$ cat src/rtl/lc_dco_cal_pkg.sv
// Shared types and default sizing for the LC DCO frequency-calibration controller.
package lc_dco_cal_pkg;

    typedef enum logic [2:0] {
        ST_IDLE    = 3'd0,
        ST_SETTLE  = 3'd1,
        ST_MEASURE = 3'd2,
        ST_DECIDE  = 3'd3,
        ST_DONE    = 3'd4
    } state_e;

    localparam int DEF_SW_WIDTH   = 8;
    localparam int DEF_WIN_WIDTH  = 16;
    localparam int DEF_CNT_WIDTH  = 16;
    localparam int DEF_SETTLE_CYC = 8;
    localparam int DEF_TOL        = 2;

endpackage

$ cat src/rtl/lc_dco_cal_if.sv
// Control/status bundle between a calibration requester and lc_dco_cal.
interface lc_dco_cal_if
    import lc_dco_cal_pkg::*;
#(
    parameter int SW_WIDTH  = DEF_SW_WIDTH,
    parameter int WIN_WIDTH = DEF_WIN_WIDTH,
    parameter int CNT_WIDTH = DEF_CNT_WIDTH
) ();

    logic                 start;
    logic [CNT_WIDTH-1:0] target_cnt;
    logic [WIN_WIDTH-1:0] win_len;
    logic [SW_WIDTH-1:0]  sw;
    logic                 busy;
    logic                 done;
    logic                 locked;
    logic [CNT_WIDTH-1:0] meas_cnt;

    // start is a one-cycle request taken only while idle (target_cnt/win_len sampled with it);
    // busy covers the run, done is a one-cycle completion pulse, results hold until next start.
    modport master (
        output start, target_cnt, win_len,
        input  sw, busy, done, locked, meas_cnt
    );

    modport slave (
        input  start, target_cnt, win_len,
        output sw, busy, done, locked, meas_cnt
    );

endinterface

$ cat src/rtl/lc_dco_edge_cnt.sv
// Synchronises the divided DCO clock into clk and counts its rising edges, saturating at all-ones.
module lc_dco_edge_cnt #(
    parameter int CNT_WIDTH = 16
) (
    input  logic                 clk,
    input  logic                 rst,
    input  logic                 i_async,
    input  logic                 i_clr,
    input  logic                 i_en,
    output logic [CNT_WIDTH-1:0] o_count
);

    logic                 r_sync1;
    logic                 r_sync2;
    logic                 r_dly;
    logic [CNT_WIDTH-1:0] r_count;
    logic                 w_edge;

    assign w_edge  = r_sync2 & ~r_dly;
    assign o_count = r_count;

    always_ff @(posedge clk) begin
        if (rst) begin
            r_sync1 <= 1'b0;
            r_sync2 <= 1'b0;
            r_dly   <= 1'b0;
            r_count <= '0;
        end else begin
            r_sync1 <= i_async;
            r_sync2 <= r_sync1;
            r_dly   <= r_sync2;
            if (i_clr) begin
                r_count <= '0;
            end else if (i_en && w_edge && (r_count != '1)) begin
                r_count <= r_count + CNT_WIDTH'(1);
            end
        end
    end

endmodule

$ cat src/rtl/lc_dco_cal.sv
// Successive-approximation search of the DCO switch code so the edge count per window meets target.
module lc_dco_cal
    import lc_dco_cal_pkg::*;
#(
    parameter int SW_WIDTH   = DEF_SW_WIDTH,
    parameter int WIN_WIDTH  = DEF_WIN_WIDTH,
    parameter int CNT_WIDTH  = DEF_CNT_WIDTH,
    parameter int SETTLE_CYC = DEF_SETTLE_CYC,
    parameter int TOL        = DEF_TOL
) (
    input  logic         clk,
    input  logic         rst,
    input  logic         dco_div_in,
    lc_dco_cal_if.slave  bus,
    output state_e       dbg_state
);

    localparam int IDX_W = (SW_WIDTH > 1) ? $clog2(SW_WIDTH) : 1;
    localparam logic [WIN_WIDTH-1:0] SETTLE_LAST = WIN_WIDTH'(SETTLE_CYC - 1);
    localparam logic [SW_WIDTH-1:0]  SW_MSB      = SW_WIDTH'(1) << (SW_WIDTH - 1);

    state_e               r_state,  w_state_n;
    logic [WIN_WIDTH-1:0] r_cyc,    w_cyc_n;
    logic [IDX_W-1:0]     r_bit_idx, w_bit_idx_n;
    logic                 r_final,  w_final_n;
    logic [SW_WIDTH-1:0]  r_sw,     w_sw_n;
    logic [CNT_WIDTH-1:0] r_target, w_target_n;
    logic [WIN_WIDTH-1:0] r_win,    w_win_n;
    logic [CNT_WIDTH-1:0] r_meas,   w_meas_n;
    logic                 r_locked, w_locked_n;

    logic                 w_cnt_clr;
    logic                 w_cnt_en;
    logic                 w_done;
    logic [CNT_WIDTH-1:0] w_count;
    logic [WIN_WIDTH-1:0] w_win_last;
    logic [IDX_W-1:0]     w_idx_dn;
    logic                 w_fast;
    logic [CNT_WIDTH:0]   w_diff;

    lc_dco_edge_cnt #(.CNT_WIDTH(CNT_WIDTH)) u_edge_cnt (
        .clk     (clk),
        .rst     (rst),
        .i_async (dco_div_in),
        .i_clr   (w_cnt_clr),
        .i_en    (w_cnt_en),
        .o_count (w_count)
    );

    // A zero-length window is run as a single cycle.
    assign w_win_last = (r_win == '0) ? '0 : (r_win - WIN_WIDTH'(1));
    assign w_idx_dn   = r_bit_idx - IDX_W'(1);
    assign w_fast     = (w_count > r_target);
    assign w_diff     = (w_count >= r_target) ? ({1'b0, w_count} - {1'b0, r_target})
                                              : ({1'b0, r_target} - {1'b0, w_count});

    always_ff @(posedge clk) begin
        if (rst) begin
            r_state   <= ST_IDLE;
            r_cyc     <= '0;
            r_bit_idx <= '0;
            r_final   <= 1'b0;
            r_sw      <= '0;
            r_target  <= '0;
            r_win     <= '0;
            r_meas    <= '0;
            r_locked  <= 1'b0;
        end else begin
            r_state   <= w_state_n;
            r_cyc     <= w_cyc_n;
            r_bit_idx <= w_bit_idx_n;
            r_final   <= w_final_n;
            r_sw      <= w_sw_n;
            r_target  <= w_target_n;
            r_win     <= w_win_n;
            r_meas    <= w_meas_n;
            r_locked  <= w_locked_n;
        end
    end

    always_comb begin
        w_state_n   = r_state;
        w_cyc_n     = r_cyc;
        w_bit_idx_n = r_bit_idx;
        w_final_n   = r_final;
        w_sw_n      = r_sw;
        w_target_n  = r_target;
        w_win_n     = r_win;
        w_meas_n    = r_meas;
        w_locked_n  = r_locked;
        w_cnt_clr   = 1'b0;
        w_cnt_en    = 1'b0;
        w_done      = 1'b0;
        case (r_state)
            ST_IDLE: begin
                if (bus.start) begin
                    w_target_n  = bus.target_cnt;
                    w_win_n     = bus.win_len;
                    w_sw_n      = SW_MSB;
                    w_bit_idx_n = IDX_W'(SW_WIDTH - 1);
                    w_final_n   = 1'b0;
                    w_locked_n  = 1'b0;
                    w_cyc_n     = '0;
                    w_state_n   = ST_SETTLE;
                end
            end
            ST_SETTLE: begin
                if (r_cyc == SETTLE_LAST) begin
                    w_cyc_n   = '0;
                    w_cnt_clr = 1'b1;
                    w_state_n = ST_MEASURE;
                end else begin
                    w_cyc_n = r_cyc + WIN_WIDTH'(1);
                end
            end
            ST_MEASURE: begin
                w_cnt_en = 1'b1;
                if (r_cyc == w_win_last) begin
                    w_cyc_n   = '0;
                    w_state_n = ST_DECIDE;
                end else begin
                    w_cyc_n = r_cyc + WIN_WIDTH'(1);
                end
            end
            ST_DECIDE: begin
                // The counter has absorbed the last window cycle by now, so it is the full count.
                w_meas_n = w_count;
                if (!r_final) begin
                    if (!w_fast) begin
                        w_sw_n[r_bit_idx] = 1'b0;
                    end
                    if (r_bit_idx != '0) begin
                        w_bit_idx_n      = w_idx_dn;
                        w_sw_n[w_idx_dn] = 1'b1;
                    end else begin
                        w_final_n = 1'b1;
                    end
                    w_state_n = ST_SETTLE;
                end else begin
                    w_locked_n = (w_diff <= (CNT_WIDTH + 1)'(TOL));
                    w_state_n  = ST_DONE;
                end
            end
            ST_DONE: begin
                w_done    = 1'b1;
                w_state_n = ST_IDLE;
            end
            default: begin
                w_state_n = ST_IDLE;
            end
        endcase
    end

    assign bus.sw       = r_sw;
    assign bus.busy     = (r_state == ST_SETTLE) || (r_state == ST_MEASURE) || (r_state == ST_DECIDE);
    assign bus.done     = w_done;
    assign bus.locked   = r_locked;
    assign bus.meas_cnt = r_meas;
    assign dbg_state    = r_state;

endmodule

$ cat src/flat_wrapper.sv
// flat-port wrapper written by rule: the top's interface ports become plain ports
module lc_dco_cal_flat import lc_dco_cal_pkg::*;
#(
    parameter int SW_WIDTH   = DEF_SW_WIDTH,
    parameter int WIN_WIDTH  = DEF_WIN_WIDTH,
    parameter int CNT_WIDTH  = DEF_CNT_WIDTH,
    parameter int SETTLE_CYC = DEF_SETTLE_CYC,
    parameter int TOL        = DEF_TOL
)
  (clk, rst, dco_div_in, dbg_state, bus_start, bus_target_cnt, bus_win_len, bus_sw, bus_busy, bus_done, bus_locked, bus_meas_cnt);
  lc_dco_cal_if #(.SW_WIDTH(SW_WIDTH), .WIN_WIDTH(WIN_WIDTH), .CNT_WIDTH(CNT_WIDTH)) bus_i ();
  input  logic clk;
  input  logic rst;
  input  logic dco_div_in;
  output state_e dbg_state;
  input wire logic [$bits(bus_i.start)-1:0] bus_start;
  input wire logic [$bits(bus_i.target_cnt)-1:0] bus_target_cnt;
  input wire logic [$bits(bus_i.win_len)-1:0] bus_win_len;
  output wire logic [$bits(bus_i.sw)-1:0] bus_sw;
  output wire logic [$bits(bus_i.busy)-1:0] bus_busy;
  output wire logic [$bits(bus_i.done)-1:0] bus_done;
  output wire logic [$bits(bus_i.locked)-1:0] bus_locked;
  output wire logic [$bits(bus_i.meas_cnt)-1:0] bus_meas_cnt;
  assign bus_i.start = bus_start;
  assign bus_i.target_cnt = bus_target_cnt;
  assign bus_i.win_len = bus_win_len;
  assign bus_sw = bus_i.sw;
  assign bus_busy = bus_i.busy;
  assign bus_done = bus_i.done;
  assign bus_locked = bus_i.locked;
  assign bus_meas_cnt = bus_i.meas_cnt;
  lc_dco_cal #(.SW_WIDTH(SW_WIDTH), .WIN_WIDTH(WIN_WIDTH), .CNT_WIDTH(CNT_WIDTH), .SETTLE_CYC(SETTLE_CYC), .TOL(TOL)) u_core (.clk(clk), .rst(rst), .dco_div_in(dco_div_in), .bus(bus_i), .dbg_state(dbg_state));
endmodule
$ cat config.mk
export PLATFORM = sky130hd
export DESIGN_NAME = lc_dco_cal_flat
export DESIGN_NICKNAME = d
export VERILOG_FILES = /design/src/rtl/lc_dco_cal_pkg.sv /design/src/rtl/lc_dco_cal_if.sv /design/src/rtl/lc_dco_edge_cnt.sv /design/src/rtl/lc_dco_cal.sv /design/src/flat_wrapper.sv
export SDC_FILE = /design/constraint.sdc
export NUM_CORES = 1
export LEC_CHECK = 0
export ABC_AREA = 1
export CORE_UTILIZATION = 30
export CTS_BUF_LIST = sky130_fd_sc_hd__clkbuf_4
export CTS_CLUSTER_SIZE = 10
export DETAILED_ROUTE_END_ITERATION = 8
export GPL_ROUTABILITY_DRIVEN = 0
export GPL_TIMING_DRIVEN = 0
export PLACE_DENSITY_LB_ADDON = 0.2
export SETUP_SLACK_MARGIN = 0.5
export SLEW_MARGIN = 20
export SYNTH_ARGS = -nofsm -noshare
export SYNTH_HDL_FRONTEND = slang
export SYNTH_SLANG_ARGS = --single-unit
$ cat constraint.sdc
create_clock -name clk -period 2 [get_ports clk]
set_input_delay 0.3 -clock clk [delete_from_list [all_inputs] [get_ports clk]]
set_output_delay 0.3 -clock clk [all_outputs]
set_load 0.005 [all_outputs]
==> results.json, run 1 <==
{
  "worstSetupPathType": "reg -> reg",
  "final_area_mm2": 0.00979,
  "clockBufferDepth": 2,
  "drv_slew": 0,
  "setup.worst_path.end_class": "flop",
  "rsz0062_at_grt": "yes",
  "final_cells": 1601,
  "die_w_um": 155,
  "grt_pass1_wl_um": 37100,
  "dp_cells": 1523,
  "maxCapViolations": 0,
  "synth.distinct_cells": 40,
  "status": "complete, but fails checks",
  "ioPinCount": 66,
  "violations": "setup timing",
  "drt-initial-drc-count": 510,
  "clk_pin_slew_ps": 180,
  "synth.area.mux_share": 0,
  "ys_ff_latch": 99,
  "firstDrtPassIters": 5,
  "drtAntennaViolNets": 0,
  "grt_pass1_vias": 7080,
  "port_buffers": 64,
  "clock_skew_ps": 28.8,
  "die_area_mm2": 0.0240,
  "synth_area_mm2": 0.00703,
  "synth_top_family_by_area": "simple AND/OR/NAND/NOR gates",
  "overflow": 0,
  "dpl_cell_area_mm2": 0.00853,
  "antenna_found_initial": 1,
  "power_leakage_nw": 4.69,
  "wire_per_inst_um": 14.5,
  "htreeDepth": 3,
  "tritoncts": "built",
  "reg2reg_slack_ps": -260,
  "synth-warning-count": 0,
  "holdPathStages": 2,
  "syn_nets": 1222,
  "max_freq_mhz": 443,
  "drc": 0,
  "power_density_mw_per_mm2": 1310,
  "synth_compound_area_frac": 0.136,
  "worstHoldPathType": "in -> reg",
  "finalHoldViolCount": 0,
  "r2r-end": "u_core.bus.locked$_SDFFE_PP0P_",
  "finalWorstPathRequiredPeriod_ps": 2260,
  "relSlewSlack": 0.674,
  "synth_cells": 1146,
  "grt_max_degree": 19,
  "setup_ws_ps": -256,
  "routed_via_density": 4.74,
  "routed_wl_um": 23200,
  "ys_seq_area_frac": 0.282,
  "drive_gt1_frac": 0.285,
  "cts_sinks": 99,
  "dpl.hpwl_um": 17700,
  "reg2reg_from": "u_core.u_edge_cnt.o_count[10]$_SDFFE_PP0P_",
  "seq_area_mm2": 0.00209,
  "ir_worst_vdd_mv": 0.484,
  "initial_core_util": 0.309,
  "clockRootBuffer": "clkbuf_4",
  "core_area_mm2": 0.0228,
  "tightest_slew_ps": 489,
  "fillers": 2400,
  "p_total_mw": 12.8,
  "hold_buffers": 0,
  "arrival_ps": 2710,
  "rows": 55,
  "synth_fa_ha_area_frac": 0.0733,
  "setup_viol": 21,
  "required_ps": 2450,
  "whs_endpoint": "u_core.bus.sw[2]$_SDFFE_PP0P_",
  "synthSimpleGateAreaFrac": 0.356,
  "period_share": 1.13,
  "avgSynthCellArea_um2": 6.13,
  "fin_nets": 1357,
  "synthXorXnorAreaFrac": 0.0299,
  "chipHeight_um": 155,
  "worstHoldStart": "rst",
  "numCtsBuffers": 9,
  "path_max_fanout": 7,
  "critPathLaunchType": "flop",
  "rr_worst_depth": 13,
  "vias": 7590,
  "multi_input_area_mm2": 0.00503,
  "grtUsageTotal": 0.198,
  "insertion_delay_ps": 520,
  "area_growth_syn_to_layout_pct": 39.3
}
layer usage:
| metal | part of all wire | routed length, um | track usage |
|---|---|---|---|
| met5 | 0 | 0 | 0 |
| met2 | 0.45 | 10300 | 0.320 |
| met4 | 0.016 | 381 | 0.0552 |
| met3 | 0.034 | 778 | 0.0231 |
| met1 | 0.50 | 11700 | 0.276 |
layout by cell type, fill, tap and decap left out, types with 5 or more instances in the layout:
master and count:
nand2_1 282, inv_1 147, a21oi_1 86, nor2_1 64, nand3_1 61, o21ai_0 56, buf_4 55, dfxtp_2 49
nand2_2 44, clkdlybuf4s50_1 40, dfxtp_1 37, nand4_1 35, inv_2 26, dlygate4sd2_1 22, nor2_2 21, nand2_4 21
ha_1 20, xor2_1 19, ha_4 18, nor2_4 16, nand3_2 15, dfxtp_4 13, clkbuf_4 12, clkbuf_2 11
nor3_1 10, buf_6 10, o21ai_1 8, buf_8 7, a21oi_2 6, clkbuf_1 6, inv_6 5
flip-flops by register name, summed over array words and instances, names as in the netlist:
signal	flops
u_core.bus.locked	1
u_core.r_bit_idx	3
u_core.dbg_state	3
u_core.r_win	16
u_core.r_cyc	16
u_core.bus.meas_cnt	16
u_core.bus.sw	8
u_core.u_edge_cnt.r_sync1	1
u_core.u_edge_cnt.r_sync2	1
u_core.u_edge_cnt.r_dly	1
u_core.u_edge_cnt.o_count	16
u_core.r_final	1
u_core.r_target	16
critical path, stage by stage, from the launching register on:
cell and delay [ps]:
dfxtp_2 390, inv_2 80, ha_4 290, a21oi_2 220, o21ai_2 110, a21oi_4 220, nand2_4 100, nor2_4 230
nand2_2 100, nand3_2 70, nand3_2 70, nor2_2 130, nand3_2 70, a21oi_2 100
where the power goes:
part / switching [mW] / internal, mW
clock network: 0.791 / 0.293
registers: 0.429 / 2.40
logic: 5.36 / 3.57
cell usage after synthesis, drive strengths merged:
cell type,n,area share
ha,38,0.068
nor3,14,0.011
a221oi,3,0.0037
clkbuf,26,0.014
o211ai,1,0.0011
a31oi,1,0.00089
o31ai,1,0.0011
dfxtp,99,0.28
nand3,77,0.055
a21o,3,0.0032
nor2,101,0.058
and2,2,0.0018
a21boi,1,0.0011
nor4,5,0.0044
nand3b,2,0.0021
xor2,20,0.025
xnor2,4,0.0050
o21ai,68,0.048
fa,2,0.0057
o21a,2,0.0021
a2111oi,1,0.0012
o21bai,2,0.0027
nand4,35,0.031
nand2,347,0.19
clkinv,1,0.00053
inv,181,0.097
o22ai,1,0.00089
or4,1,0.0011
buf,11,0.011
a21oi,96,0.069
worst max-delay path by stage:
stage	startpoint	to	cells past startpoint
CTS	u_core.u_edge_cnt.o_count[2]$_SDFFE_PP0P_	u_core.bus.locked$_SDFFE_PP0P_	19
finish	u_core.u_edge_cnt.o_count[10]$_SDFFE_PP0P_	u_core.bus.locked$_SDFFE_PP0P_	13
global route	u_core.u_edge_cnt.o_count[15]$_SDFFE_PP0P_	u_core.bus.locked$_SDFFE_PP0P_	16
global placement	u_core.u_edge_cnt.o_count[10]$_SDFFE_PP0P_	u_core.bus.locked$_SDFFE_PP0P_	12
detailed placement	u_core.u_edge_cnt.o_count[10]$_SDFFE_PP0P_	u_core.bus.locked$_SDFFE_PP0P_	12
floorplan	u_core.u_edge_cnt.o_count[3]$_SDFFE_PP0P_	u_core.bus.locked$_SDFFE_PP0P_	19
layout make-up:
class,instances,area share
Clock buffer,10,0.00766
Inverter,182,0.0733
Sequential cell,99,0.214
Timing Repair Buffer,124,0.114
Buffer,37,0.0310
Clock inverter,6,0.00600
Multi-Input combinational cell,828,0.514
Antenna cell,2,0.000511
Tap cell,313,0.0400
per-stage QoR:
step	setup WS (ps)	setup TNS, ps	hold WS (ps)	utilization
2_1_floorplan	15.8	0	388	-
3_3_place_gp	-623	-14270	406	0.375
3_5_place_dp	-654	-13700	401	0.375
4_1_cts	-250	-3280	131	0.417
5_1_grt	-424	-8080	163	0.430
6_report	-256	-3830	164	0.430
cell families (layout without fill, tap and decap cells):
family / Yosys count / after routing
AND/OR/NAND/NOR: 584 / 584
other: 0 / 2
flip-flops: 99 / 99
AO/OA/AOI/OAI: 180 / 180
buffers and inverters: 219 / 359
XOR/XNOR: 24 / 24
adder cells (fa/ha/maj): 40 / 40
timing repair:
action                     4_1_cts  5_1_grt
gates cloned                     3        1
setup endpoints to repair      125      101
pin swaps                       48       24
buffers inserted                47        9
hold endpoints to repair         0        0
gates resized for setup        191       87
Power figures use the tool's default switching activity.
==> run 2: changes to the inputs <==
SLEW_MARGIN = 5   (was 20)
==> results of run 2 <==
The final DEF is identical to that of run 1; final timing and power are the same.
